<file path="src/rtl/cache_bus_requester.sv">
// Cache-side bus master: takes one line fill or write-back from the cache, bids for the
// memory bus, then issues an address beat followed by write beats or collected read beats.
module cache_bus_requester #(
  parameter int unsigned ADDR_W = 64,
  parameter int unsigned DATA_W = 64,
  parameter int unsigned BEATS  = 8
) (
  input  logic                      clk,
  input  logic                      reset,
  input  logic                      miss_req,
  input  logic                      miss_we,
  input  logic [ADDR_W-1:0]         miss_addr,
  input  logic [BEATS*DATA_W-1:0]   miss_wdata,
  output logic                      miss_ready,
  output logic                      fill_valid,
  output logic [BEATS*DATA_W-1:0]   fill_data,
  output logic                      wb_done,
  output logic                      bus_bid,
  input  logic                      bus_grant,
  output logic                      bus_reqcyc,
  output logic [DATA_W-1:0]         bus_req,
  output logic                      bus_reqtag,
  input  logic                      bus_reqack,
  input  logic                      bus_respcyc,
  input  logic [DATA_W-1:0]         bus_resp,
  output logic                      bus_respack
);

  localparam int unsigned LINE_W = BEATS * DATA_W;
  localparam int unsigned CNT_W  = (BEATS > 1) ? $clog2(BEATS) : 1;
  localparam logic [CNT_W-1:0] LAST_BEAT = CNT_W'(BEATS - 1);

  typedef enum logic [2:0] {
    IDLE  = 3'd0,
    BID   = 3'd1,
    ADDR  = 3'd2,
    WDATA = 3'd3,
    RDATA = 3'd4,
    DONE  = 3'd5
  } state_e;

  state_e              state_q, state_d;
  logic [CNT_W-1:0]    cnt_q, cnt_d;
  logic                we_q, we_d;
  logic [ADDR_W-1:0]   addr_q, addr_d;
  logic [LINE_W-1:0]   wline_q, wline_d;
  logic [LINE_W-1:0]   fill_q, fill_d;

  always_ff @(posedge clk or posedge reset) begin
    if (reset) begin
      state_q <= IDLE;
      cnt_q   <= '0;
      we_q    <= 1'b0;
      addr_q  <= '0;
      wline_q <= '0;
      fill_q  <= '0;
    end else begin
      state_q <= state_d;
      cnt_q   <= cnt_d;
      we_q    <= we_d;
      addr_q  <= addr_d;
      wline_q <= wline_d;
      fill_q  <= fill_d;
    end
  end

  // Request beats only go out while the grant is actually held; a dropped grant freezes the beat.
  always_comb begin
    state_d     = state_q;
    cnt_d       = cnt_q;
    we_d        = we_q;
    addr_d      = addr_q;
    wline_d     = wline_q;
    fill_d      = fill_q;
    miss_ready  = 1'b0;
    bus_bid     = 1'b0;
    bus_reqcyc  = 1'b0;
    bus_req     = '0;
    bus_reqtag  = 1'b0;
    bus_respack = 1'b0;
    fill_valid  = 1'b0;
    wb_done     = 1'b0;

    case (state_q)
      IDLE: begin
        miss_ready = 1'b1;
        if (miss_req) begin
          we_d    = miss_we;
          addr_d  = miss_addr;
          wline_d = miss_wdata;
          state_d = BID;
        end
      end
      BID: begin
        bus_bid = 1'b1;
        if (bus_grant) state_d = ADDR;
      end
      ADDR: begin
        bus_bid    = 1'b1;
        bus_reqcyc = bus_grant;
        bus_req    = DATA_W'(addr_q & ~ADDR_W'(6'h3f));
        bus_reqtag = we_q;
        if (bus_grant && bus_reqack) begin
          cnt_d   = '0;
          state_d = we_q ? WDATA : RDATA;
        end
      end
      WDATA: begin
        bus_bid    = 1'b1;
        bus_reqcyc = bus_grant;
        bus_req    = wline_q[int'(cnt_q)*DATA_W +: DATA_W];
        bus_reqtag = 1'b1;
        if (bus_grant && bus_reqack) begin
          cnt_d = cnt_q + CNT_W'(1);
          if (cnt_q == LAST_BEAT) state_d = DONE;
        end
      end
      RDATA: begin
        bus_bid     = 1'b1;
        bus_respack = bus_respcyc;
        if (bus_respcyc) begin
          fill_d[int'(cnt_q)*DATA_W +: DATA_W] = bus_resp;
          cnt_d = cnt_q + CNT_W'(1);
          if (cnt_q == LAST_BEAT) state_d = DONE;
        end
      end
      DONE: begin
        // Bid is low here so the arbiter always observes the release.
        fill_valid = ~we_q;
        wb_done    = we_q;
        state_d    = IDLE;
      end
      default: state_d = IDLE;
    endcase
  end

  assign fill_data = fill_q;

endmodule

</file>
<file path="config.mk">
export PLATFORM = sky130hd
export DESIGN_NAME = cache_bus_requester
export DESIGN_NICKNAME = d
export VERILOG_FILES = /design/src/rtl/cache_bus_requester.sv
export SDC_FILE = /design/constraint.sdc
export NUM_CORES = 2
export LEC_CHECK = 0
export BUFFER_PORTS_ARGS = -buffer_cell sky130_fd_sc_hd__buf_2
export CAP_MARGIN = 10
export CORE_AREA = 2 2 483 485
export CTS_CLUSTER_DIAMETER = 50
export DETAILED_ROUTE_END_ITERATION = 10
export DIE_AREA = 0 0 485 487
export SLEW_MARGIN = 20
export SYNTH_ARGS = -nofsm -noshare
export SYNTH_HDL_FRONTEND = slang
export SYNTH_SLANG_ARGS = --single-unit
</file>
<file path="constraint.sdc">
create_clock -name clk -period 52 [get_ports clk]
set_input_delay 2.6 -clock clk [delete_from_list [all_inputs] [get_ports clk]]
set_output_delay 2.6 -clock clk [all_outputs]
set_load 0.02 [all_outputs]
</file>
==> Implementation_results.wiki <==
{| class="wikitable"
! Metric !! Value
|-
| Result of the run || complete, no violations
|-
| Initial core utilization || between 20% and 30%
|-
| Core Region || about 0.23 mm2
|-
| Post-synth EDFFs || 0
|-
| Die Footprint || between 0.2 and 0.25 mm2
|-
| Quantity of gates resized following cts || 0
|-
| Number of levels the H-tree was split into || 4
|-
| Total clock sinks || 1089
|-
| Site Rows || about 180
|-
| Synthesized netlist net count || 3863
|-
| Area of the multi-input gates || 0.0186 mm2
|-
| Cts-stage hold buffer count || 0
|-
| Synth async-reset ratio || 100%
|-
| Final min period || 7.37 ns
|-
| CTS tree || done
|-
| Flop and latch count out of synthesis || about 1100
|-
| Final Util || 26.9%
|-
| Proportion of netlist area held by the largest area contributor || between 50% and 60%
|-
| Worst EP required || 49.40 ns
|-
| Compound-cell area share of the yosys netlist || about 2.1%
|-
| Die W || between 400 and 500 um
|-
| Slowest cell on crit path || sky130_fd_sc_hd__dfrtp_4
|-
| Fraction of synthesized area in multiplexers || 31.9%
|-
| Clock Latency Late Sink || 0.79 ns
|-
| Sum Neg Setup Slack || 0 ns
|-
| Global Route Usage Sum || between 10% and 20%
|-
| Setup fix buffers added after clock tree synthesis || 0
|-
| Maximum achievable frequency || 136 MHz
|-
| Instance count of the mapped netlist || 3209
|-
| Cell at the root of the clock tree || sky130_fd_sc_hd__clkbuf_16
|-
| Total CTS buffers || around 150
|-
| Part of the cycle the worst path needs || 14.2%
|-
| Simple-gate share of the synthesized area || 5.04%
|-
| Number of distinct standard cells referenced by the synthesized netlist || 42
|-
| Per-cell routed wire length || approximately 26 um
|-
| Met2 capacity usage during global routing || 28.8%
|-
| Yosys Warn Count || 0
|-
| Classification of the worst-slack hold path || reg -> reg
|-
| Worst IR Drop VDD || 33.3 uV
|-
| Syn_area_per_cell || between 10 and 15 um2
|-
| Static power due to leakage || ~0.030 uW
|-
| Kind of capture point of the worst setup path || primary output
|-
| Hold violation count in the final report || 0
|-
| Met1 track demand over resource in global routing || 18.7%
|-
| Final Routed Wirelength || about 200000 um
|-
| Crit path cell chain || buf_12 > buf_4 > mux4_2 > nand2b_1 > a32o_1 > buf_2
|-
| Io pins || 1230
|-
| Power per Cell Area || 56.4 mW/mm2
|-
| Crit path DAT || 4.77 ns
|-
| Largest area contributor in the netlist || sky130_fd_sc_hd__dfrtp_1
|-
| RSZ-0062 raised after global routing || false
|-
| Pre-CTS WS || approximately 45 ns
|-
| Number of DRC violations after detailed-routing iteration 0 || 1717
|-
| Worst Skew || 0.0598 ns
|-
| Die H || 487 um
|-
| Vias in the first global route || 34500
|-
| First-pass GRT wire length || 277000 um
|-
| NumNets Final || roughly 5100
|-
| TritonRoute pass-1 iters || 6
|-
| Layout cell share with drive strength beyond 1 || 57.8%
|-
| Largest fanout on the critical path || 79
|-
| FF-to-FF Start || state_q[0]
|-
| Synth top cells by count || 1089 x sky130_fd_sc_hd__dfrtp_1, 944 x sky130_fd_sc_hd__mux2_2, 180 x sky130_fd_sc_hd__mux2i_1
|-
| Top Usage Layer GRT || met2
|-
| Global-route met3 utilization || between 5 and 6%
|-
| Share of synthesized area occupied by flip-flops and latches || a little under three fifths
|-
| Storage cell area || about 0.027 mm2
|-
| Max-slew violation count || 0
|-
| Final setup fails || 0
|-
| Fraction of synthesized cell area in xor and xnor cells || 0%
|-
| Post-layout power || 3500 uW
|-
| Via total after detailed routing || 32800
|-
| Maxcap violations || 0
|-
| DRT antenna net count || 0
|-
| Filler Cell Count || 24000
|-
| DPL Wire Length || 156000 um
|-
| Synth top area cells || sky130_fd_sc_hd__dfrtp_1 58%, sky130_fd_sc_hd__mux2_2 22%, sky130_fd_sc_hd__mux2i_1 3.8%, sky130_fd_sc_hd__mux4_2 3.3%, sky130_fd_sc_hd__mux2_4 1.9%
|-
| Worst setup path start || cnt_q[0]
|-
| Count of input and output buffers || ~1200
|-
| Largest family of logic cells by synthesized area || multiplexers
|-
| Cell with the most instances after synthesis || sky130_fd_sc_hd__dfrtp_1
|-
| P&R area growth vs syn || 31.2%
|-
| Ratio of routed vias to standard cells || ~4.3
|-
| Final GP Congestion || 0.880
|-
| Worst Slack Setup Final || 44.63 ns
|-
| Clock buffer depth || 3
|-
| Adder and majority cell fraction of the synthesized area || less than 1%
|-
| Pin count of the biggest net entering global routing || 175
|-
| Initial antenna violation count || 112
|-
| Start-to-end type of the worst setup path || reg -> out
|-
| Startpoint type of the worst setup path || flop
|-
| Transition time at the pin with the least slew margin || approximately 1.1 ns
|-
| Startpoint of the tightest hold check path || fill_data[248]
|-
| DRC Markers || 0
|-
| Grt ovf || 0
|-
| Largest stage delay on the critical path || 0.92 ns
|-
| Worst-path clk slew || approximately 0.050 ns
|-
| Mapped Area || 0.0474 mm2
|-
| Worst slew margin relative to its limit || roughly 28%
|-
| Primary FF master, synth || sky130_fd_sc_hd__dfrtp_1
|}
-- worst max-delay path: cells and delay by family, from the launching register on --
family / cells / cell delay [ns]
buffers and inverters: 3 / 1.57
muxes: 1 / 0.61
DFF: 1 / 0.92
AOI/OAI and AO/OA: 1 / 0.39
and+or+nand+nor: 1 / 0.34
-- worst paths after layout --
path / depth (start not counted) / to / slack (ns)
worst max register to register: 6 / wline_q[57] / 47.52
worst min register to register: 1 / fill_data[248] / 0.49
min in group asynchronous: 2 / wline_q[8] / 1.99
worst min-delay path: 1 / fill_data[248] / 0.49
worst max-delay path: 6 / bus_req[26] / 44.63
max in group asynchronous: 6 / fill_data[302] / 46.17
-- power breakdown --
part	switching (uW)	total [uW]	leakage, uW	internal, uW
sequential	179	1280	0.0136	1100
combinational	608	1120	0.0142	516
clock	445	1100	0.00258	657
-- sequential cells by signal, summed over array words and instances, names as in the netlist --
signal and flops:
addr_q 58, we_q 1, cnt_q 3, wline_q 512
state_q 3, fill_data 512
-- metrics by stage --
step | hold WS, ns | instances | instance area (um2)
final | 0.485 | 7662 | 62200
after global routing | 0.505 | 7638 | 62100
after CTS | 0.489 | 7598 | 62000
after detailed placement | 0.476 | 7316 | 56500
after global placement | 0.472 | 7316 | 56500
after floorplan | 0.475 | 3209 | 47400
-- cell families after synthesis --
logic type      Yosys count
mux                    1270
buf+inv                 285
fa+ha+maj                 7
compound gates          135
simple gates            423
flops                  1089
-- layout by cell type, fill, tap and decap left out, types with 5 or more instances in the layout --
cell / count
sky130_fd_sc_hd__clkinv_2: 12
sky130_fd_sc_hd__mux2i_1: 180
sky130_fd_sc_hd__clkbuf_16: 153
sky130_fd_sc_hd__buf_2: 1223
sky130_fd_sc_hd__clkbuf_8: 13
sky130_fd_sc_hd__a32o_1: 58
sky130_fd_sc_hd__nand2b_1: 69
sky130_fd_sc_hd__nand2_1: 128
sky130_fd_sc_hd__mux2_2: 944
sky130_fd_sc_hd__inv_8: 10
sky130_fd_sc_hd__mux2_1: 16
sky130_fd_sc_hd__clkinv_16: 11
sky130_fd_sc_hd__mux4_2: 70
sky130_fd_sc_hd__diode_2: 64
sky130_fd_sc_hd__clkbuf_1: 28
sky130_fd_sc_hd__nor2_1: 21
sky130_fd_sc_hd__ha_1: 6
sky130_fd_sc_hd__dfrtp_1: 1086
sky130_fd_sc_hd__and3_1: 56
sky130_fd_sc_hd__inv_1: 69
sky130_fd_sc_hd__clkinvlp_4: 18
sky130_fd_sc_hd__buf_4: 51
sky130_fd_sc_hd__clkinv_4: 6
sky130_fd_sc_hd__clkinv_8: 5
sky130_fd_sc_hd__and2_1: 120
sky130_fd_sc_hd__a21oi_1: 67
sky130_fd_sc_hd__bufinv_16: 16
sky130_fd_sc_hd__mux2_4: 60
sky130_fd_sc_hd__inv_6: 10
-- layer usage --
metal  part of all wire [%]  vias up
met1                     38    16900
met4                    4.1       80
li1                       -    14000
met2                     50     1374
met5                   0.24        -
met3                    7.6      415
-- area by class of cell --
class,count,share of cell area (%)
Timing Repair Buffer,1278,10.6
Antenna cell,64,0.258
Clock buffer,194,6.62
Multi-Input combinational cell,1835,30.0
Tap cell,3043,6.12
Inverter,71,0.441
Clock inverter,88,2.17
Sequential cell,1089,43.9
Power figures use the tool's default switching activity.
